## src/rtl/hamming_secded_pipe.sv

```systemverilog
// Two-stage SECDED Hamming codec with error injection, valid/ready flow and
// saturating error statistics. Stage 1 encodes and injects; stage 2 decodes,
// corrects and classifies the word.
module hamming_secded_pipe #(
  parameter int unsigned DATA_W  = 32,
  parameter int unsigned PAR_W   = 6,
  parameter int unsigned CODE_W  = DATA_W + PAR_W + 1,
  parameter int unsigned COUNT_W = 16
) (
  input  logic               clk,
  input  logic               rst,
  input  logic               in_valid,
  output logic               in_ready,
  input  logic [DATA_W-1:0]  data,
  input  logic [1:0]         inject_mode,
  input  logic [5:0]         inject_pos,
  output logic               out_valid,
  input  logic               out_ready,
  output logic [DATA_W-1:0]  dec_data,
  output logic               single_err,
  output logic               double_err,
  output logic [5:0]         err_pos,
  output logic [COUNT_W-1:0] corr_cnt,
  output logic [COUNT_W-1:0] unc_cnt,
  input  logic               cnt_clear
);

  localparam int LAST_POS = int'(CODE_W) - 1;
  localparam logic [COUNT_W-1:0] CNT_MAX = '1;

  // XOR of the positions of all set bits in 1..CODE_W-1
  function automatic logic [PAR_W-1:0] syndrome_of(input logic [CODE_W-1:0] c);
    logic [PAR_W-1:0] s;
    s = '0;
    for (int i = 1; i < int'(CODE_W); i++)
      if (c[i]) s = s ^ PAR_W'(i);
    return s;
  endfunction

  // Data at non-power-of-two positions, parity at powers of two, bit 0 overall parity
  function automatic logic [CODE_W-1:0] encode(input logic [DATA_W-1:0] d);
    logic [CODE_W-1:0] c;
    logic [PAR_W-1:0]  s;
    int                j;
    c = '0;
    j = 0;
    for (int i = 1; i < int'(CODE_W); i++) begin
      if ((i & (i - 1)) != 0) begin
        c[i] = d[j];
        j++;
      end
    end
    s = syndrome_of(c);
    for (int i = 1; i < int'(CODE_W); i++)
      if ((i & (i - 1)) == 0) c[i] = |(s & PAR_W'(i));
    c[0] = ^c[CODE_W-1:1];
    return c;
  endfunction

  // Gather data bits back from the non-power-of-two positions
  function automatic logic [DATA_W-1:0] extract(input logic [CODE_W-1:0] c);
    logic [DATA_W-1:0] d;
    int                j;
    d = '0;
    j = 0;
    for (int i = 1; i < int'(CODE_W); i++) begin
      if ((i & (i - 1)) != 0) begin
        d[j] = c[i];
        j++;
      end
    end
    return d;
  endfunction

  logic              advance;
  logic              s1_valid;
  logic [CODE_W-1:0] s1_code;
  logic [CODE_W-1:0] inj_mask;
  logic [CODE_W-1:0] enc_code;
  logic [PAR_W-1:0]  syn;
  logic              par;
  logic              fix;
  logic              dbl;
  logic [CODE_W-1:0] corr_code;
  int                pos_i;
  int                nxt_i;

  assign advance  = !out_valid || out_ready;
  assign in_ready = advance && !rst;
  assign enc_code = encode(data);

  // Injection mask: one or two adjacent (wrapping) positions, none when out of range
  always_comb begin
    inj_mask = '0;
    pos_i    = int'(inject_pos);
    nxt_i    = (pos_i == LAST_POS) ? 0 : pos_i + 1;
    for (int i = 0; i < int'(CODE_W); i++) begin
      if (pos_i <= LAST_POS) begin
        if ((inject_mode == 2'b01 || inject_mode == 2'b10) && i == pos_i) inj_mask[i] = 1'b1;
        if (inject_mode == 2'b10 && i == nxt_i) inj_mask[i] = 1'b1;
      end
    end
  end

  // Syndrome classification and single-bit correction of the stage-1 word
  always_comb begin
    syn       = syndrome_of(s1_code);
    par       = ^s1_code;
    fix       = par && (int'(syn) <= LAST_POS);
    dbl       = (!par && syn != '0) || (par && int'(syn) > LAST_POS);
    corr_code = s1_code;
    for (int i = 0; i < int'(CODE_W); i++)
      if (fix && int'(syn) == i) corr_code[i] = ~s1_code[i];
  end

  // Both pipeline stages move together whenever the output slot is free
  always_ff @(posedge clk) begin
    if (rst) begin
      s1_valid   <= 1'b0;
      s1_code    <= '0;
      out_valid  <= 1'b0;
      dec_data   <= '0;
      single_err <= 1'b0;
      double_err <= 1'b0;
      err_pos    <= '0;
    end else if (advance) begin
      s1_valid   <= in_valid;
      s1_code    <= in_valid ? (enc_code ^ inj_mask) : '0;
      out_valid  <= s1_valid;
      dec_data   <= s1_valid ? extract(corr_code) : '0;
      single_err <= s1_valid && fix;
      double_err <= s1_valid && dbl;
      err_pos    <= (s1_valid && fix) ? 6'(syn) : 6'd0;
    end
  end

  // Saturating statistics on delivered words; clear beats increment
  always_ff @(posedge clk) begin
    if (rst || cnt_clear) begin
      corr_cnt <= '0;
      unc_cnt  <= '0;
    end else if (out_valid && out_ready) begin
      if (single_err && corr_cnt != CNT_MAX) corr_cnt <= corr_cnt + COUNT_W'(1);
      if (double_err && unc_cnt != CNT_MAX) unc_cnt <= unc_cnt + COUNT_W'(1);
    end
  end

endmodule

```

## config.mk

```make
export PLATFORM = sky130hd
export DESIGN_NAME = hamming_secded_pipe
export DESIGN_NICKNAME = d
export VERILOG_FILES = /design/src/rtl/hamming_secded_pipe.sv
export SDC_FILE = /design/constraint.sdc
export NUM_CORES = 1
export LEC_CHECK = 0
export ABC_AREA = 1
export CAP_MARGIN = 20
export CORE_MARGIN = 8
export CORE_UTILIZATION = 50
export CTS_CLUSTER_DIAMETER = 40
export DETAILED_ROUTE_END_ITERATION = 7
export HOLD_SLACK_MARGIN = 0.02
export PLACE_DENSITY_LB_ADDON = 0.2
export SETUP_SLACK_MARGIN = 0.05
export SYNTH_ARGS = -nofsm -noshare
export SYNTH_HDL_FRONTEND = slang
export SYNTH_SLANG_ARGS = --single-unit
```

## constraint.sdc

```tcl
create_clock -name clk -period 4.6 [get_ports clk]
set_clock_uncertainty 0.15 [all_clocks]
set_input_delay 1.15 -clock clk [delete_from_list [all_inputs] [get_ports clk]]
set_output_delay 1.15 -clock clk [all_outputs]
set_load 0.005 [all_outputs]
```

# ---- Yosys cells after proc, flatten, opt, wreduce, memory -nomap -nowiden
# Index checks and enable logic that the tools add are counted.
# W data, S select, Z words.
dict set report word_totals {
  ff_bits 113
  latch_bits 0
  ram_bits 0
  romBits 0
  inputBits 45
  memories 0
}
dict set report op_classes {
  n_addsub 33
  n_mul 0
  n_div 0
  order_cmp 65
  n_eq_ne 113
  n_shift 0
  muxes 440
  n_bitwise 101
  n_reduce_logical 164
}
# cell count
set ops {}
lappend ops {{$mux W32} 123}
lappend ops {{$bwmux W32} 31}
lappend ops {{$ge A32 B1 Y1 const B} 31}
lappend ops {{$lt A32 B7 Y1 const B} 31}
lappend ops {{$add A32 B2 Y32 const B} 30}
lappend ops {{$mux W1} 183}
lappend ops {{$demux W1 S5} 31}
lappend ops {{$mux W5} 31}
lappend ops {{$logic_and A1 B1 Y1} 150}
lappend ops {{$eq A6 B6 Y1 const A} 23}
lappend ops {{$eq A6 B6 Y1 const B} 22}
lappend ops {{$eq A5 B7 Y1 const A} 16}
lappend ops {{$mux W6} 14}
lappend ops {{$not A3 Y3} 26}
lappend ops {{$mux W4} 15}
lappend ops {{$eq A4 B7 Y1 const A} 8}
lappend ops {{$eq A6 B7 Y1 const A} 7}
lappend ops {{$eq A5 B6 Y1 const A} 8}
lappend ops {{$eq A6 B5 Y1 const B} 7}
lappend ops {{$not A2 Y2} 21}
lappend ops {{$not A4 Y4} 10}
lappend ops {{$mux W39} 1}
lappend ops {{$reduce_xor A39 Y1} 1}
lappend ops {{$xor A39 B39 Y39} 1}
lappend ops {{29 further kinds} 95}

# ---- Depth between registers and ports, before layout
dict set report depth {
  depth_word 168
  mapped_depth 23
}

# ---- Worst setup path after synthesis
# No wires, ideal clock.
dict set report synth_timing {
  path_kind {input port to flip-flop}
  start {input port inject_pos[0]}
  end {register s1_code[4]}
  arrival_time_ps 2768
  t_required_ps 4318
  slack_ps 1550
  path_stages 14
  cell_sequence {inv_1 -> ha_1 -> inv_1 -> nor2_1 -> inv_1 -> nor2_2 -> nor3_1 -> nand2_1 -> nor2_1 -> inv_1 -> o22a_1 -> or2_2 -> nand3_1 -> a21oi_1}
}
dict set report synth_between {
  elab_chain_len 8
  word_cells_on_any_way 13
  classes_between {add/sub (1); order compare (1); eq/ne (3); mux (5); bitwise (1); reduce/logical (2)}
}
# element line
set synth_lines {}
lappend synth_lines {{start: declaration} 16} ;# input logic [5:0] inject_pos,
lappend synth_lines {{$add A6 B1 Y7 or $eq A6 B6 Y1 (tied branches)} 96} ;# nxt_i = (pos_i == LAST_POS) ? 0 : pos_i + 1;
lappend synth_lines {{$mux W7} 96}
lappend synth_lines {{$eq A3 B7 Y1} 100} ;# if (inject_mode == 2'b10 && i == nxt_i) inj_mask[i] = 1'b1;
lappend synth_lines {{$logic_and A1 B1 Y1} 100}
lappend synth_lines {{$mux W1} 100}
lappend synth_lines {{$mux W1 (*)} 98} ;# if (pos_i <= LAST_POS) begin
lappend synth_lines {{$xor A39 B39 Y39 (*)} 128} ;# s1_code <= in_valid ? (enc_code ^ inj_mask) : '0;
lappend synth_lines {{$mux W39 (*)} 128}
lappend synth_lines {{end signal: assignment} 128}
lappend synth_lines {{end: declaration} 77} ;# logic [CODE_W-1:0] s1_code;
# Mark *: on every way between the ends. The rest lies on a longest branch, timed or not.
# A chain may end at the register's enable or synchronous reset.

# ---- Worst setup path in the final report
dict set report layout_timing {
  start {input port out_ready}
  end {output port in_ready}
}
dict set report layout_between {
  elab_chain_len 2
}
# element line
set layout_lines {}
lappend layout_lines {{start: declaration} 18} ;# input logic out_ready,
lappend layout_lines {{$logic_or A1 B1 Y1} 88} ;# assign advance = !out_valid || out_ready;
lappend layout_lines {{$logic_and A1 B1 Y1} 89} ;# assign in_ready = advance && !rst;
lappend layout_lines {{end: declaration} 13} ;# output logic in_ready,
# Every way passes these cells.

==> results.txt <==
- The synthesized design devotes to its leading area cell type between 20 and 30% of total area.
- After clock tree synthesis, the flow added hold-fix buffers numbering 0.
- GRT Resource Usage Total: about a quarter
- Counting flops with a built-in enable in the synthesized netlist gives 0.
- Max stage delay cell, worst path: sky130_fd_sc_hd__clkdlybuf4s50_1
* Final Util: between 60% and 70%
- Maximum number of pins on one net before global-route repair: 81
* Worst Tran Pin Value: between 0.8 and 0.9 ns
* HP Start: err_pos[2]$_SDFFE_PP0N_
- In this run, synthesis produced a sequential element count of 113.
- Global routing finished with a remaining overflow of 0.
- Synthesized area: between 8000 and 9000 um2
* Power per unit of standard cell area: about 340 nW/um2
- DP Wirelength: ~23 mm
* Max clock buf depth: 2
* Start of the worst register-to-register path: s1_code[9]$_SDFFE_PP0N_
- The die covers about 22000 um2.
* Worst hold path cell count: 2
* Biggest area consumer among synthesized cells: sky130_fd_sc_hd__dfxtp_1
- Portion of the clock cycle consumed by the worst path in the final layout: between 80% and 90%
* Portion of the post-synthesis area used by sequential elements: 25.4%
- The number of hold violations in the final report is 0.
* Die width: about 150 um
* DR vias/cell: approximately 5.3
- In this run the static leakage power is 4.66 nW.
* Wire length after detailed routing: approximately 29 mm
- The routed layout has just over 10000 vias.
* Number of max-capacitance violations reported: 0
- Data required time at the worst endpoint: 3.30 ns
* Cell count after synthesis: ~1600
- The number of antenna diodes in the final layout is 0.
- In the final layout, the multi-input gates occupy around 5600 um2.
- Walking the worst path, the cells encountered are clkdlybuf4s50_1 > nor2_4 > nor2_1 > clkdlybuf4s50_1.
* Cells on worst reg2reg path: 19
* First-pass GRT wire length: 45.3 mm
- Critical setup path kind: primary input to primary output
- In this run the number of H-tree levels came out at 4.
- Number of buffers created by CTS: 17
* CTS sink cnt: 113
- Fillers: 1822
* Sum Neg Setup Slack: 0 ns
- The cell sitting at the root of the clock tree is a sky130_fd_sc_hd__clkbuf_16.
* Share of cells above drive strength 1: slightly below 5%
- For hold timing, the worst endpoint is err_pos[2]$_SDFFE_PP0N_.
* Port-buffer cells: between 100 and 150
- The worst register-to-register path ends at dec_data[10]$_SDFFE_PP0N_.
- The count of pins over their slew limit is 0.
* Routability cong.: roughly 0.98
* Category of cells accounting for the largest share of critical-path delay: buffers and inverters
- Slew headroom: between 40% and 50%
- The core region is roughly 18000 um2.
* Area growth from synthesis to layout: 20.9%
- At the later pin of the worst-skew pair, clock insertion delay measures 0.42 ns.
- CTS tree: done
- Avg Cell Area, Syn: ~5.7 um2
- Once the clock tree was built, the setup fixing pass inserted 0 buffers.
- Number of antenna violations at the first check in global routing: 0
- The number of global-route vias before repair is 8793.
- Cell seen most often among critical-path stages: sky130_fd_sc_hd__clkdlybuf4s50_1
- When the netlist entered floorplanning its net count stood at 1611.
* Starting density of the core: between 50% and 60%
- Nets: about 1700
- The library cell used most frequently in the layout, excluding fill and tap cells, is sky130_fd_sc_hd__nand2_1.
- Number of warnings reported in the yosys synthesis log: 0
* Result of the run: complete, no violations
* Arrival time at the worst endpoint: between 2 and 2.5 ns
- Worst Setup End Kind: primary output
- After the flow finishes, the layout carries non-filler instances totaling 1889.
- Placement row count: ~50
- Timing would allow up to roughly 270 MHz.
- In this run the worst hold path is classified as flop to flop.
* Maximum fanout along the worst path: 3
- Setup repair after global routing left no endpoint under its margin.
- Average detailed-routed wire length per instance: roughly 15 um
* Commonest cells after routing, fill and taps aside: sky130_fd_sc_hd__nand2_1 (513), sky130_fd_sc_hd__inv_1 (198), sky130_fd_sc_hd__nand3_1 (149)
- The synthesized netlist contains 39 unique library cells.
- Setup slack after placement: approximately 0.59 ns
- Ys flop type: sky130_fd_sc_hd__dfxtp_1
- The floorplan step set the die height to about 150 um.
- Drt pass-1 iters: 6
- The number of buffers and inverters on the critical path is 2.
- Initial detailed-routing violation count: between 800 and 900
- The completed layout was analyzed and its total power is around 3.7 mW.
- After synthesis, the share of flip-flops with an asynchronous set or reset is 0%.
- Number of setup violations in the final report: 0
- The smallest clock period supported by the final layout is computed as ~3.7 ns.
- Clock input transition at the sequential cells of the worst setup and hold paths: approximately 0.050 ns
* Placed cell count: 1857
* Largest stage delay, worst path: 0.53 ns
- CP startpoint kind: primary input
- The setup check on the worst reg-to-reg path leaves a slack of ~1.1 ns.
* Quantity of gates resized following cts: 0
* Number of primary I/O pins: around 120
* # DRC: 0
- Area occupied by registers: about 2300 um2
* Highest ir drop seen on vdd: around 0.29 mV
* Biggest area contributors in the synthesized netlist: sky130_fd_sc_hd__dfxtp_1 (25%), sky130_fd_sc_hd__nand2_1 (22%), sky130_fd_sc_hd__nand3_1 (8.4%), sky130_fd_sc_hd__inv_1 (8.3%), sky130_fd_sc_hd__a21oi_1 (7.7%)
* PnR worst setup slack: slightly above 0.9 ns
* DRT antenna net count: 0
## per-layer routing
layer  GRT usage (%)  up-vias  routed length, um
li1                -     5185                  -
met1            32.8     4486              12900
met2            42.0      344              13400
met3            3.78       49               1710
met4            9.14        0                776
met5               0        -                  0
## sequential cells by signal (all words and copies together), names as in the netlist
register / cells
s1_valid: 1
unc_cnt: 16
dec_data: 32
single_err: 1
err_pos: 6
double_err: 1
corr_cnt: 16
out_valid: 1
s1_code: 39
## worst min-delay path, cell delays in order (launching register included)
cell,delay (ns)
sky130_fd_sc_hd__dfxtp_1,0.30
sky130_fd_sc_hd__nand2_1,0.06
sky130_fd_sc_hd__a21oi_1,0.05
## synthesized netlist by cell type, types with 2 or more instances
cell type,instances
sky130_fd_sc_hd__nand2_1,513
sky130_fd_sc_hd__inv_1,198
sky130_fd_sc_hd__nand3_1,149
sky130_fd_sc_hd__a21oi_1,137
sky130_fd_sc_hd__nor2_1,120
sky130_fd_sc_hd__dfxtp_1,113
sky130_fd_sc_hd__o21ai_0,57
sky130_fd_sc_hd__nand4_1,38
sky130_fd_sc_hd__clkbuf_1,36
sky130_fd_sc_hd__o22ai_1,36
sky130_fd_sc_hd__xnor2_1,30
sky130_fd_sc_hd__xor2_1,29
sky130_fd_sc_hd__nor3_1,17
sky130_fd_sc_hd__inv_2,12
sky130_fd_sc_hd__buf_2,10
sky130_fd_sc_hd__nand2_2,9
sky130_fd_sc_hd__ha_1,7
sky130_fd_sc_hd__o21a_1,5
sky130_fd_sc_hd__buf_1,4
sky130_fd_sc_hd__buf_4,4
sky130_fd_sc_hd__nand3b_1,4
sky130_fd_sc_hd__nor2_2,4
sky130_fd_sc_hd__clkbuf_2,3
sky130_fd_sc_hd__nand3_2,3
sky130_fd_sc_hd__or2_2,3
sky130_fd_sc_hd__a211oi_1,2
sky130_fd_sc_hd__buf_6,2
sky130_fd_sc_hd__nor2_4,2
sky130_fd_sc_hd__o32ai_1,2
## how the worst max path moves through the flow
stage | startpoint | end | cells past startpoint
4_1_cts | out_ready | in_ready | 4
5_1_grt | inject_pos[0] | s1_code[4]$_SDFFE_PP0N_ | 15
3_5_place_dp | inject_pos[0] | s1_code[4]$_SDFFE_PP0N_ | 15
6_report | out_ready | in_ready | 4
3_3_place_gp | inject_pos[0] | s1_code[4]$_SDFFE_PP0N_ | 15
2_1_floorplan | inject_pos[0] | s1_code[4]$_SDFFE_PP0N_ | 14
## cells by family after synthesis
kind of cell,share of synthesized area [%]
XOR/XNOR,6.16
AO/OA/AOI/OAI,14.6
buffers and inverters,11.8
adder cells (fa/ha/maj),0.982
flip-flops,25.4
AND/OR/NAND/NOR,41.0
## stage by stage
stage / hold slack, ns / cell area, um2
floorplan: 0.295 / 8920
global placement: 0.301 / 10200
detailed placement: 0.305 / 10200
CTS: 0.313 / 10800
global route: 0.332 / 10800
finish: 0.313 / 10800
## where the power goes
| group | internal [mW] | switching, mW |
|---|---|---|
| Clock | 0.811 | 0.473 |
| Sequential | 1.01 | 0.0406 |
| Combinational | 0.371 | 0.944 |
## layout make-up
| class | count | share of cell area (%) |
|---|---|---|
| multi-input combinational | 1177 | 52.0 |
| clock buffer | 20 | 4.14 |
| timing repair buffer | 128 | 11.6 |
| inverter | 210 | 7.31 |
| sequential | 113 | 21.0 |
| tap | 229 | 2.66 |
| clock inverter | 12 | 1.25 |
Power figures use the tool's default switching activity.
